File: config.mk
export PLATFORM = sky130hd
export DESIGN_NAME = wb_write_arb
export DESIGN_NICKNAME = d
export VERILOG_FILES = /design/src/rtl/wb_write_arb.sv
export SDC_FILE = /design/constraint.sdc
export NUM_CORES = 1
export LEC_CHECK = 0
export CAP_MARGIN = 0
export CORE_ASPECT_RATIO = 1.2
export CORE_MARGIN = 2
export CORE_UTILIZATION = 30
export DETAILED_ROUTE_END_ITERATION = 7
export SLEW_MARGIN = 30
export SYNTH_ARGS = -nofsm -noshare
export SYNTH_HDL_FRONTEND = slang
export SYNTH_SLANG_ARGS = --single-unit
File: constraint.sdc
create_clock -name clk -period 5.6 [get_ports clk]
set_input_delay 1.68 -clock clk [delete_from_list [all_inputs] [get_ports clk]]
set_output_delay 1.68 -clock clk [all_outputs]
set_load 0.01 [all_outputs]
File: src/rtl/wb_write_arb.sv
// wb_write_arb: merges ALU and load results into an ordered queue that drains one register-file write per cycle.
// Optional forwarding lookup over queued and output-stage writes is enabled by defining WB_BYPASS_EN.
module wb_write_arb #(
    parameter int DEPTH = 4
) (
    input  logic                       clk,
    input  logic                       reset_n,
    input  logic                       alu_valid,
    input  logic [4:0]                 alu_rd,
    input  logic [31:0]                alu_data,
    output logic                       alu_ready,
    input  logic                       mem_valid,
    input  logic [4:0]                 mem_rd,
    input  logic [31:0]                mem_data,
    output logic                       mem_ready,
    output logic [4:0]                 rd,
    output logic [31:0]                rd_data,
    output logic                       RegWrite,
`ifdef WB_BYPASS_EN
    input  logic [4:0]                 rs1,
    input  logic [4:0]                 rs2,
    output logic                       rs1_hit,
    output logic                       rs2_hit,
    output logic [31:0]                rs1_fwd,
    output logic [31:0]                rs2_fwd,
`endif
    output logic [$clog2(DEPTH):0]     count
);
    localparam int AW = $clog2(DEPTH);
    localparam int CW = AW + 1;

    logic [4:0]    r_q_rd   [DEPTH];
    logic [31:0]   r_q_data [DEPTH];
    logic [AW-1:0] r_wptr;
    logic [AW-1:0] r_rptr;
    logic [CW-1:0] r_count;
    logic          r_we;
    logic [4:0]    r_rd;
    logic [31:0]   r_rd_data;

    logic [CW-1:0] w_free;
    logic [CW-1:0] w_count_nxt;
    logic          w_alu_ready;
    logic          w_mem_ready;
    logic          w_alu_en;
    logic          w_mem_en;
    logic          w_pop;
    logic [AW-1:0] w_mem_ptr;

    // Space is judged on the registered count only; a same-cycle pop never frees a slot early.
    always_comb begin
        w_free      = CW'(DEPTH) - r_count;
        w_alu_ready = w_free >= CW'(1);
        w_mem_ready = alu_valid ? (w_free >= CW'(2)) : w_alu_ready;
        w_alu_en    = alu_valid && w_alu_ready && (alu_rd != 5'd0);
        w_mem_en    = mem_valid && w_mem_ready && (mem_rd != 5'd0);
        w_pop       = r_count != '0;
        w_mem_ptr   = r_wptr + AW'(w_alu_en);
        w_count_nxt = r_count + CW'(w_alu_en) + CW'(w_mem_en) - CW'(w_pop);
    end

    always_ff @(posedge clk) begin
        if (w_alu_en) begin
            r_q_rd[r_wptr]   <= alu_rd;
            r_q_data[r_wptr] <= alu_data;
        end
        if (w_mem_en) begin
            r_q_rd[w_mem_ptr]   <= mem_rd;
            r_q_data[w_mem_ptr] <= mem_data;
        end
    end

    always_ff @(posedge clk or negedge reset_n) begin
        if (!reset_n) begin
            r_wptr    <= '0;
            r_rptr    <= '0;
            r_count   <= '0;
            r_we      <= 1'b0;
            r_rd      <= '0;
            r_rd_data <= '0;
        end else begin
            r_wptr  <= r_wptr + AW'(w_alu_en) + AW'(w_mem_en);
            r_count <= w_count_nxt;
            r_we    <= w_pop;
            if (w_pop) begin
                r_rptr    <= r_rptr + AW'(1);
                r_rd      <= r_q_rd[r_rptr];
                r_rd_data <= r_q_data[r_rptr];
            end
        end
    end

    assign alu_ready = w_alu_ready;
    assign mem_ready = w_mem_ready;
    assign rd        = r_rd;
    assign rd_data   = r_rd_data;
    assign RegWrite  = r_we;
    assign count     = r_count;

`ifdef WB_BYPASS_EN
    // Oldest candidate is the output stage, then queue head to tail; later matches override earlier ones.
    always_comb begin
        rs1_hit = r_we && (rs1 != 5'd0) && (r_rd == rs1);
        rs2_hit = r_we && (rs2 != 5'd0) && (r_rd == rs2);
        rs1_fwd = rs1_hit ? r_rd_data : '0;
        rs2_fwd = rs2_hit ? r_rd_data : '0;
        for (int i = 0; i < DEPTH; i++) begin
            if ((CW'(i) < r_count) && (rs1 != 5'd0) && (r_q_rd[r_rptr + AW'(i)] == rs1)) begin
                rs1_hit = 1'b1;
                rs1_fwd = r_q_data[r_rptr + AW'(i)];
            end
            if ((CW'(i) < r_count) && (rs2 != 5'd0) && (r_q_rd[r_rptr + AW'(i)] == rs2)) begin
                rs2_hit = 1'b1;
                rs2_fwd = r_q_data[r_rptr + AW'(i)];
            end
        end
    end
`endif
endmodule

=== Word level (Yosys, flattened, before mapping) ===
Memory sizes are Yosys's and may differ from the RTL's. A register that Yosys moved wholly into a read port is not among the register bits.
Index checks and enable logic that the tools add are counted.

* Input bits: 78
* Latch bits: 0
* Logic and storage cells: 29
* Output and inout port bits: 43
* RAM bits: 148
* Bits in registers: 8
* ROM bits: 0
* Memories kept: 2

* Divide/modulo/power cells: 0
* Bitwise gates (word level): 0
* Add/sub/neg operators: 7
* Reductions and logical operators: 9
* Multiplexer cells: 5
* Shift-type cells: 0
* Equality and inequality tests: 0
* Multipliers: 0
* Order comparisons: 2

{| class="wikitable"
|+ Memory list
! name !! words !! width !! rd ports !! clocked after memory_dff !! write ports !! RTL line !! source
|-
| r_q_data || 4 || 32 || 1 || 1 || 2 || 33 || <nowiki>logic [31:0] r_q_data [DEPTH];</nowiki>
|-
| r_q_rd || 4 || 5 || 1 || 1 || 2 || 32 || <nowiki>logic [4:0] r_q_rd [DEPTH];</nowiki>
|}

{| class="wikitable"
|+ Operators by type and width
! operator !! number
|-
| $reduce_bool A5 Y1 || 2
|-
| $add A3 B1 Y3 || 2
|-
| $mux W1 || 5
|-
| $add A2 B1 Y2 || 2
|-
| $logic_and A1 B1 Y1 || 4
|-
| $ge A3 B1 Y1 const B || 1
|-
| $ge A3 B2 Y1 const B || 1
|-
| $reduce_bool A3 Y1 || 1
|-
| $sub A3 B1 Y3 || 1
|-
| $sub A3 B3 Y3 const A || 1
|-
| $add A2 B1 Y2 const B || 1
|-
| $logic_not A1 Y1 || 2
|}

=== Depth between registers and ports, before layout ===
Gate-level depths: netlist (run 1).

* Depth in word-level cells: 7
* Mapped depth: 12
* Gate-level depth less buffers: 12

=== Worst setup path before layout (run 1) ===
OpenSTA, ideal clock, no wires.

* Path kind: input port to flip-flop
* Start: in alu_rd[1]
* End: mem r_q_data[1][0] (enable)
* Stages: 9
* Slack: 0.609 ns
* Arrival: 4.552 ns
* Library setup time: 0.439 ns
* Cells stage by stage: or4_1 -> o211ai_1 -> inv_1 -> ha_1 -> xor2_1 -> nor4_2 -> buf_6 -> buf_6 -> o21bai_1

{| class="wikitable"
|+ RTL lines
! item !! RTL line !! source
|-
| start, declared || 9 || <nowiki>input logic [4:0] alu_rd,</nowiki>
|-
| end, declared || 33 ||
|}

=== Worst setup path in the final report (run 1) ===
* Start: in alu_valid
* End: out mem_ready

* Word-level cells in the longest chain between the ends: 1

{| class="wikitable"
|+ Ends and longest elaborated chain
! item !! RTL line !! source
|-
| start, declared || 8 || <nowiki>input logic alu_valid,</nowiki>
|-
| $mux W1 || 54 || <nowiki>w_mem_ready = alu_valid ? (w_free >= CW'(2)) : w_alu_ready;</nowiki>
|-
| end, declared || 15 || <nowiki>output logic mem_ready,</nowiki>
|}

Every way passes these cells.

==> metrics.txt, run 1 <==
status completed; Setup-failing EPs final 0; R2R depth 11; vias in the first global route 5678; layout cells sized above 1 0.3493; commonest non-fill, non-tap cell in the layout edfxtp_1; worst slew pin tran between 0.8 and 0.9 ns; critical path class in -> out; Hold Crit Class reg -> reg; routed len/inst slightly below 20 um; largest net degree at the start of global routing 40; CP Max Fanout 6; hold buffer count at CTS 0; DR pass1 iterations 4; Leakage between 4 and 5 nW; Resized cells post-CTS 0; Net Count, Synth 659; RR Startpoint count[1]; first-pass GRT wire length 33.49 mm; clk sink count 193; Syn-to-layout area delta 25.24%; die width 165.8 um; H-tree levels 4; R2R setup slack approximately 1.7 ns; sequential area share after synthesis 0.5914; Ports 121; Die H roughly 200 um; RSZ-0062 raised after global routing false; end of the critical path mem_ready; VDD IR max 0.3115 mV; final hold vios 0; Max Freq 194.5 MHz; placed cell area 0.01119 mm^2; max cap viols 0; Final Cycle Share 0.9180; all-layer global routing usage 0.1360; Worst R2R End r_q_data[1][14]; CP Capture Type output pin; cell area after layout 0.01180 mm^2; arrival time worst endpoint 3.46 ns; Die ar. 0.03284 mm^2; post-route insts no fill about 1100; initial antenna violation count 1; Crit path required time 3.92 ns; fin nets 784; crit path from alu_valid; Clock transition at path regs 0.06 ns; hpwl dp 13.56 mm; starting density of the core 0.3029; Final Max Slew Viols 0; port bufs 120; CTS root buffer clkbuf_16; Worst setup SP type input port; Setup TNS 0 ns; Setup Buffers After CTS 0; number of fill cells about 3000; CTS tree done; Slew Limit Headroom 0.4175; number of synthesized register bits 193; Final Skew between 0.01 and 0.015 ns; initial DRC count 272; final WL ~22 mm; DR vias/cell about 4.7; Ys Warns 0; fin crit period 5.141 ns; antenna-violating nets left 0; # DRC 0; Post-Synthesis Cells 572; final core occ 0.3794; cell row count 71; Synth cell types 32; most frequent cells in the layout edfxtp_1, clkdlybuf4s50_1, nand2_1; Netlist Area Pre-Place 0.009419 mm^2; CTS max path bufs 2; via count 5185; grt total ovfl 0; dpl cells 1079; Mapped Avg Cell Area 16.47 um^2; pwr dens 594.7 mW/mm^2; worst-skew pair later-pin latency ~0.43 ns; total power 0.007016 W; core area around 0.031 mm^2; gpl congestion 0.7382; Num CTS Buffers 17
-- final cells by class --
type / count / area (um^2) / share of cell area
flip-flops and latches: 193 / 5575 / 0.4726
clock inverters: 10 / 161.4 / 0.01368
diodes: 1 / 2.502 / 0.0002121
well taps: 401 / 501.7 / 0.04253
multi-input cells: 336 / 3647 / 0.3092
inverters: 10 / 37.54 / 0.003182
clock buffers: 22 / 444.2 / 0.03765
repair buffers: 139 / 1426 / 0.1209
-- worst min-delay path by stage --
| stage | start | slack [ns] | to | depth (start not counted) |
|---|---|---|---|---|
| 2_1_floorplan | rd[0] | 0.51 | rd[0] | 2 |
| 3_3_place_gp | rd_data[19] | 0.46 | rd_data[19] | 2 |
| 3_5_place_dp | rd_data[17] | 0.46 | rd_data[17] | 2 |
| 4_1_cts | rd_data[9] | 0.48 | rd_data[9] | 2 |
| 5_1_grt | rd_data[24] | 0.50 | rd_data[24] | 2 |
| 6_report | rd_data[12] | 0.47 | rd_data[12] | 2 |
-- per-stage QoR --
| step | hold WS (ns) | setup WS (ns) |
|---|---|---|
| after floorplan | 0.5086 | 0.6086 |
| after global placement | 0.4553 | 0.4347 |
| after detailed placement | 0.4611 | 0.4423 |
| after CTS | 0.4788 | 0.4423 |
| after global routing | 0.4951 | 0.3729 |
| final | 0.4724 | 0.4591 |
-- cells by family (layout without fill, tap and decap cells) --
family / count (synthesis) / count (layout) / synth area share
buffers and inverters: 43 / 181 / 0.02776
adder cells (fa/ha/maj): 9 / 9 / 0.01355
flip-flops: 193 / 193 / 0.5914
AND/OR/NAND/NOR: 130 / 130 / 0.06004
other: 0 / 1 / 0
AO/OA/AOI/OAI: 5 / 5 / 0.005049
multiplexers: 185 / 185 / 0.2957
XOR/XNOR: 7 / 7 / 0.006509
-- power by group --
| group | internal (W) | switching (W) |
|---|---|---|
| clock | 0.000747 | 0.000524 |
| combinational | 0.00156 | 0.00142 |
| sequential | 0.00243 | 0.000340 |
| total | 0.00474 | 0.00228 |
-- state kept, by name, indices dropped and copies added (netlist names) --
signal / count
RegWrite: 1
count: 3
r_q_data: 128
r_q_rd: 20
r_rptr: 2
r_wptr: 2
rd: 5
rd_data: 32
-- layer usage --
metal | GRT usage | part of all wire | up-vias
met3 | 0.02738 | 0.033 | 24
li1 | - | - | 2392
met5 | 0 | 0 | -
met2 | 0.2381 | 0.52 | 104
met4 | 0.04992 | 0.019 | 0
met1 | 0.1667 | 0.43 | 2665
-- worst max-delay path, cell delays in order --
cell	delay (ns)
clkdlybuf4s50_1	0.46
or3_1	0.41
a21oi_4	0.35
inv_1	0.07
clkdlybuf4s50_1	0.48
-- cell usage after synthesis, drive strengths merged --
master / number / share of area
ha: 7 / 0.0093
fa: 2 / 0.0043
mux4: 37 / 0.088
nor3: 1 / 0.00053
nor4: 4 / 0.0053
a21o: 1 / 0.00080
nand2: 114 / 0.045
xor2: 1 / 0.00093
dfrtp: 45 / 0.12
clkbuf: 12 / 0.0049
a31o: 1 / 0.00093
or4b: 1 / 0.0011
edfxtp: 148 / 0.47
o21bai: 1 / 0.00080
nand2b: 3 / 0.0020
o211ai: 1 / 0.00080
or4: 2 / 0.0020
nor2: 2 / 0.0016
xnor2: 6 / 0.0056
nor3b: 1 / 0.00080
or3: 1 / 0.00066
a21oi: 1 / 0.0017
buf: 21 / 0.019
or2: 1 / 0.00066
mux2: 148 / 0.21
inv: 10 / 0.0040
Power figures use the tool's default switching activity.
==> run 2: changes to the inputs <==
--- a/config.mk
+++ b/config.mk
@@ -10,6 +10,8 @@
 export CORE_MARGIN = 2
 export CORE_UTILIZATION = 30
 export DETAILED_ROUTE_END_ITERATION = 7
+export REMOVE_ABC_BUFFERS = 1
+export SKIP_CTS_REPAIR_TIMING = 1
 export SLEW_MARGIN = 30
 export SYNTH_ARGS = -nofsm -noshare
 export SYNTH_HDL_FRONTEND = slang
==> metrics.txt, run 2 (synthesis results as in run 1) <==
status completed; via count 5122 (-1.2%); worst slew pin tran 0.7713 ns (-0.1024 ns); Internal 0.004644 W (-2.0%); register with the most flip-flops r_q_data; H-tree levels 4 (unchanged); Psw 0.002332 W (+2.3%); core area 0.03109 mm^2 (unchanged); layout cells sized above 1 0.3508 (+0.001482); Final Max Slew Viols 0 (unchanged); most frequent cells in the layout edfxtp_1, clkdlybuf4s50_1, nand2_1; final core occ 0.3791 (about the same); Syn-to-layout area delta 25.13% (about the same); Worst setup SP type input port; DR pass1 iterations 6 (+2); hpwl dp 12.97 mm (-4.4%); ANT cells 0 (-1); fin crit period 5.106 ns (-0.03529 ns); CP max stage delay 0.48 ns (about the same); vias in the first global route 5522 (-2.7%); CP Max Fanout 6 (unchanged); fin nets 781 (-0.38%); first-pass GRT wire length 32.76 mm (-2.2%); Final Skew 0.01163 ns (+0.0008304 ns); Most Frequent Cell on Critical Path clkdlybuf4s50_1; Critical Path Slowest Stage Cell clkdlybuf4s50_1; max cap viols 0 (unchanged); largest net degree at the start of global routing 46 (+15%); starting density of the core 0.3029 (unchanged); cell row count 71 (unchanged); all-layer global routing usage 0.1342 (-0.001785); Die ar. 0.03284 mm^2 (unchanged); Final Cycle Share 0.9117 (-0.006303); share of power burned in registers 0.391 (-0.004); Leakage 4.320 nW (-0.11%); Clock transition at path regs 0.07 ns (about the same); total power 0.006975 W (-0.57%); Top delay family on crit path buffers and inverters; die width 165.8 um (unchanged); Clock Power Share 0.171 (-0.010); Die H 198.1 um (unchanged); antenna-violating nets left 0 (unchanged); Hold Crit Class reg -> reg; final WL 21.50 mm (-0.84%); Setup-failing EPs final 0 (unchanged); R2R setup slack 1.70 ns (+0.03 ns); commonest non-fill, non-tap cell in the layout edfxtp_1; CTS root buffer clkbuf_16; CTS tree done; gpl congestion 0.7108 (-3.7%); Comb pwr share 0.438 (+0.014); # DRC 0 (unchanged); Slew Limit Headroom 0.4844 (+0.06689); Crit path required time 3.92 ns (about the same); Ports 121 (unchanged); final hold vios 0 (unchanged); initial antenna violation count 0 (-1); grt total ovfl 0 (unchanged); port bufs 120 (unchanged); RSZ-0062 raised after global routing false; Switching Share 0.3343 (+0.009464); CP bufs+invs 3 (unchanged); number of fill cells 2992 (+0.74%); max reg flops 128 (unchanged); pwr dens 591.8 mW/mm^2 (-0.49%); Num CTS Buffers 17 (unchanged); VDD IR max 0.3179 mV (+2.1%); CP Capture Type output pin; DR vias/cell 4.623 (-0.86%); clk sink count 193 (unchanged); arrival time worst endpoint 3.43 ns (-0.03 ns); CP cell instances clkdlybuf4s50_1, or3_1, a21oi_4, inv_1, clkdlybuf4s50_1; CTS max path bufs 2 (unchanged); Max Freq 195.9 MHz (+0.69%); initial DRC count 259 (-4.8%); worst-skew pair later-pin latency 0.44 ns (about the same); critical path class in -> out; routed len/inst 19.41 um (-0.49%)
[run 2: cell type report]
cell class / count / area [um^2] / share of cell area
tap: 401 / 501.7 / 0.04257
clock buffer: 18 / 439.2 / 0.03726
clock inverter: 14 / 127.6 / 0.01083
sequential: 193 / 5575 / 0.4730
timing repair buffer: 136 / 1466 / 0.1244
multi-input combinational: 336 / 3637 / 0.3086
inverter: 10 / 38.79 / 0.003291
[run 2: path summary, 6_finish.rpt]
check                            start              to  cells after the start
max                          alu_valid       mem_ready                      5
min                        rd_data[30]     rd_data[30]                      2
max reg2reg                   count[1]  r_q_data[0][3]                     11
min reg2reg                rd_data[30]     rd_data[30]                      2
max in group asynchronous      reset_n       r_rptr[0]                      2
min in group asynchronous      reset_n      rd_data[5]                      2
[run 2: worst min-delay path, delay by kind of cell, from the launching register on]
| family | cells | cell delay (ns) |
|---|---|---|
| flops | 1 | 0.35 |
| simple gates | 2 | 0.09 |
[run 2: per-stage QoR]
stage	hold slack, ns	cell area, um^2	setup WS (ns)	TNS, ns	instances
finish	0.4712	11790	0.4944	0	1108
CTS	0.4784	11770	0.4836	0	1107
floorplan	0.5086	9195	-1.741	-336.50	539
detailed placement	0.4605	11200	0.4352	0	1075
global route	0.4942	11790	0.3959	0	1108
global placement	0.4519	11200	0.4675	0	1075
[run 2: per-layer routing]
metal,GRT usage,vias up,wire length (um)
met4,0.04316,0,293
met3,0.02439,21,639
met5,0,-,0
li1,-,2389,-
met1,0.1578,2614,9125
met2,0.2479,98,11450
[run 2: power groups by stage]
stage | logic, W | registers, W | clock network, W
2_1_floorplan | 0.00184 | 0.00280 | 0
3_3_place_gp | 0.00305 | 0.00280 | 0
3_5_place_dp | 0.00307 | 0.00282 | 0
4_1_cts | 0.00308 | 0.00279 | 0.00124
5_1_grt | 0.00332 | 0.00280 | 0.00129
6_report | 0.00305 | 0.00272 | 0.00120
